--- src/rtl/operand_fetch.sv ---
// operand_fetch: reads up to two source operands from a single-ported register
// file. Writebacks share the same port and win over a new request in IDLE.
// Ports:
//   clk, rst                  - clock, asynchronous active-high reset
//   req_*                     - operand request (rs1, rs2, use_rs2) handshake
//   op_*                      - registered operand output handshake
//   wb_*                      - writeback handshake (rd, data)
//   rf_we/rf_addr/rf_wdata    - register file port (combinational, one access/cycle)
//   rf_rdata                  - register file read data (combinational from rf_addr)
module operand_fetch #(
  parameter int unsigned WORD_SIZE = 32,
  parameter int unsigned REG_COUNT = 32
) (
  input  logic                         clk,
  input  logic                         rst,
  input  logic                         req_valid,
  output logic                         req_ready,
  input  logic [$clog2(REG_COUNT)-1:0] req_rs1,
  input  logic [$clog2(REG_COUNT)-1:0] req_rs2,
  input  logic                         req_use_rs2,
  output logic                         op_valid,
  input  logic                         op_ready,
  output logic [WORD_SIZE-1:0]         op_a,
  output logic [WORD_SIZE-1:0]         op_b,
  input  logic                         wb_valid,
  output logic                         wb_ready,
  input  logic [$clog2(REG_COUNT)-1:0] wb_rd,
  input  logic [WORD_SIZE-1:0]         wb_data,
  output logic                         rf_we,
  output logic [$clog2(REG_COUNT)-1:0] rf_addr,
  output logic [WORD_SIZE-1:0]         rf_wdata,
  input  logic [WORD_SIZE-1:0]         rf_rdata
);

  localparam int unsigned AW = $clog2(REG_COUNT);

  typedef enum logic [1:0] {IDLE, RD1, RD2, HOLD} state_t;

  state_t                state_q;
  logic [AW-1:0]         rs1_q;
  logic [AW-1:0]         rs2_q;
  logic                  use_rs2_q;
  logic [WORD_SIZE-1:0]  op_a_q;
  logic [WORD_SIZE-1:0]  op_b_q;
  logic                  op_valid_q;
  logic                  wb_fire;

  // Handshake readiness: the port is free for writebacks only when not reading.
  always_comb begin
    wb_ready  = (state_q == IDLE) || (state_q == HOLD);
    req_ready = (state_q == IDLE) && !wb_valid;
    wb_fire   = wb_valid && wb_ready;
  end

  // Register file port mux: a read in RD1/RD2, otherwise an optional write.
  // Writes to x0 are accepted but never reach the port; rst kills any write.
  always_comb begin
    rf_we    = 1'b0;
    rf_addr  = '0;
    rf_wdata = '0;
    unique case (state_q)
      RD1: rf_addr = rs1_q;
      RD2: rf_addr = rs2_q;
      default: begin
        if (wb_fire && (wb_rd != '0)) begin
          rf_we    = !rst;
          rf_addr  = wb_rd;
          rf_wdata = wb_data;
        end
      end
    endcase
  end

  // Control FSM with registered operand outputs.
  always_ff @(posedge clk or posedge rst) begin
    if (rst) begin
      state_q    <= IDLE;
      rs1_q      <= '0;
      rs2_q      <= '0;
      use_rs2_q  <= 1'b0;
      op_a_q     <= '0;
      op_b_q     <= '0;
      op_valid_q <= 1'b0;
    end else begin
      unique case (state_q)
        IDLE: begin
          if (req_valid && req_ready) begin
            rs1_q     <= req_rs1;
            rs2_q     <= req_rs2;
            use_rs2_q <= req_use_rs2;
            state_q   <= RD1;
          end
        end
        RD1: begin
          op_a_q <= rf_rdata;
          if (use_rs2_q) begin
            state_q <= RD2;
          end else begin
            op_b_q     <= '0;
            op_valid_q <= 1'b1;
            state_q    <= HOLD;
          end
        end
        RD2: begin
          op_b_q     <= rf_rdata;
          op_valid_q <= 1'b1;
          state_q    <= HOLD;
        end
        HOLD: begin
          // Operands were captured already, so HOLD writebacks cannot disturb them.
          if (op_ready) begin
            op_valid_q <= 1'b0;
            state_q    <= IDLE;
          end
        end
        default: state_q <= IDLE;
      endcase
    end
  end

  assign op_valid = op_valid_q;
  assign op_a     = op_a_q;
  assign op_b     = op_b_q;

endmodule

--- config.mk ---
export PLATFORM = sky130hd
export DESIGN_NAME = operand_fetch
export DESIGN_NICKNAME = d
export VERILOG_FILES = /design/src/rtl/operand_fetch.sv
export SDC_FILE = /design/constraint.sdc
export NUM_CORES = 1
export LEC_CHECK = 0
export CAP_MARGIN = 20
export CORE_MARGIN = 2
export CORE_UTILIZATION = 25
export DETAILED_ROUTE_END_ITERATION = 10
export PLACE_DENSITY = 0.66
export SLEW_MARGIN = 30
export SYNTH_ARGS = -nofsm -noshare
export SYNTH_HDL_FRONTEND = slang
export SYNTH_SLANG_ARGS = --single-unit
--- constraint.sdc ---
create_clock -name clk -period 9.8 [get_ports clk]
set_input_delay 1.96 -clock clk [delete_from_list [all_inputs] [get_ports clk]]
set_output_delay 1.96 -clock clk [all_outputs]
set_load 0.05 [all_outputs]
==> results.md <==
- Die Y: 122 um
- Global-route wire length before repair: 15.3 mm
- #FFs+latches synth: 78
- Outcome: finished, final reports clean
- Ys Warns: 0
- Io pins: 190
- Routed wire length: around 10 mm
- Post-CTS Setup Inserts: 0
- Antenna Diode Count: 0
- DRC: 0
- Critical path capture point type: primary output
- # fillers: around 1,300
- FF-to-FF path depth: 4
- Slew Viols, Final: 0
- GRT Overall Usage: 13.5%
- CTS tree: done
- Nets: about 580
- Routability cong.: roughly 0.71
- Leakage Power: 0.00241 uW
- Max-cap violations: 0
- Remaining Overflow, GRT: 0
- CTS sink count: between 70 and 80
- Vias in the first global route: about 3,000
- Placed cell area: around 5600 sq um
- Worst-path fanout max: 33
- Core Area: about 14,000 sq um
- DR pass1 iterations: 4
- Largest net degree at the start of global routing: 65
- Most frequent cells in the layout: clkdlybuf4s50_1, dfrtp_1, nand2_1
- Routed vias/inst: between 4 and 5
- Slew @ Worst Pin: roughly 0.7 ns
- CP Data Arrival Time: ~4.3 ns
- RSZ-0062 raised after global routing: false
- Hold Path Origin: op_b[15]
- Worst path slowest cell: clkdlybuf4s50_1
- Cells after Synth: ~310
- CTS Hold Buffers Added: 0
- HP Class: flop to flop
- CTS max path bufs: 2
- Most common library cell in the layout ignoring fill and taps: clkdlybuf4s50_1
- FMAX: around 0.16 GHz
- Yosys cell types: 24
- Num rows: 43
- Die area: ~15,000 sq um
- Average cell area after synthesis: between 10 and 15 sq um
- Final Util: between 40% and 50%
- Share of layout cells above drive strength 1: a little under a fifth
- Layout Area Growth over Synthesis: 67.5%
- Worst rel slew slack: 52.4%
- Startpoint types: primary input
- Die width: 122 um
- Register area share after synthesis: 55.7%
- Design area: 5870 sq um
- Final HPWL DP: roughly 7.4 mm
- DRT iter0 DRCs: 73
- Worst r2r dst: op_b[26]
- CTS HTree Levels: 3
- Clk_skew: around 0.0049 ns
- R2r startpoint: state_q[1]
- DRT antenna net count: 0
- Wire length per cell: around 15 um
- Mapped Area: 3500 sq um
- CP most frequent cell: clkdlybuf4s50_1
- Power Dens Cells: 419 nW/um^2
- PostCTS Resize Cnt: 0
- Post-layout min period: a little over 6 ns
- Synth Net Count: 401
- Post-route setup TNS: 0 ns
- Clk Latency, worst-skew pair: approximately 0.34 ns
- Initial antenna violation count: 0
- Worst-path clk slew: ~0.060 ns
- Worst IR drop on VDD: ~0.19 mV
- R2R setup slack: 7.63 ns
- Clock Tree Root: clkbuf_16
- Final Setup Violations: 0
- Worst Path Required: about 8 ns
- Starting Density: about a quarter
- DR vias: about 2,900
- Number of CTS-inserted buffers: 9
- Number of port buffers: 189
- Worst path cell trace: clkdlybuf4s50_1, nor2b_1, o21a_4, and2_4, clkdlybuf4s50_1
- Hold Vio Cnt, Final: 0
- Tcrit/Tclk final: 63.5%
- CP peak stage delay: just over 0.8 ns
- Hold Path End: op_b[15]
- Hold path depth: 2
- Crit Path Class: primary input to primary output
==> critical path: cells and delay by family <==
family	cells	cell delay, ns
simple gates	2	0.57
buf+inv	2	1.32
compound gates	1	0.40
==> synthesized netlist by cell type <==
cell type  count  area share [%]
buf_2          3            0.43
a22oi_1        6             1.3
mux2_2        43              14
and2_1         3            0.54
o21a_4         1            0.43
a21o_1         1            0.21
dfrtp_1       78              56
o21ai_0       39             5.6
nor2_1         1            0.11
nor2b_1        3            0.54
clkbuf_1      10             1.1
ha_1           5             1.8
inv_1          6            0.64
buf_6          3            0.96
mux2i_1        1            0.29
nand3b_1       1            0.21
or4_4          1            0.32
a21bo_2        1            0.29
a211o_1        1            0.25
buf_1          3            0.32
a211oi_1       1            0.21
and2_4        30             7.5
a21oi_1        1            0.14
nand2_1       69             7.4
==> state kept, by name, summed over array words and instances (netlist names) <==
register   cells
rs1_q          5
op_valid       1
rs2_q          5
op_b          32
use_rs2_q      1
state_q        2
op_a          32
==> worst max-delay path by stage <==
stage / cells after the start / endpoint / from
floorplan: 2 / rf_we / rst
global placement: 5 / rf_wdata[10] / wb_valid
detailed placement: 5 / rf_wdata[23] / wb_valid
CTS: 5 / rf_wdata[23] / wb_valid
global route: 5 / rf_wdata[28] / wb_valid
finish: 5 / rf_wdata[29] / wb_valid
==> logic make-up after synthesis <==
family	after synthesis	share of synthesized area (%)
multiplexers	44	14.1
adder cells (fa/ha/maj)	5	1.79
AND/OR/NAND/NOR	108	16.6
buffers and inverters	25	3.43
AO/OA/AOI/OAI	51	8.39
flip-flops	78	55.7
==> cell type report <==
type,count,area [sq um],share of cell area [%]
Timing Repair Buffer,191,1910,32.5
Tap cell,180,225,3.84
Inverter,6,23.8,0.405
Clock inverter,4,53.8,0.917
Sequential cell,78,1950,33.3
Multi-Input combinational cell,208,1450,24.7
Clock buffer,12,256,4.37
==> report_power, final <==
group / internal [uW] / switching [uW] / total, uW
combinational: 550 / 1010 / 1560
clock: 212 / 131 / 343
sequential: 478 / 80.8 / 559
total: 1240 / 1220 / 2460
==> layer usage <==
metal / GRT usage, % / up-vias / wire length (um)
met4: 4.74 / 0 / 142
met5: 0 / - / 0
li1: - / 1393 / -
met1: 13.9 / 1368 / 3700
met2: 23.3 / 133 / 4960
met3: 7.25 / 11 / 1250
==> through the flow <==
stage	total power [uW]	hold slack [ns]	setup slack [ns]	std cells
4_1_cts	2500	0.482	3.57	679
3_5_place_dp	2140	0.469	3.58	663
6_report	2460	0.473	3.58	679
5_1_grt	2610	0.510	3.48	679
2_1_floorplan	1640	0.480	3.64	311
3_3_place_gp	2110	0.461	3.66	663
Note: power is estimated with default switching activity, not from simulation.
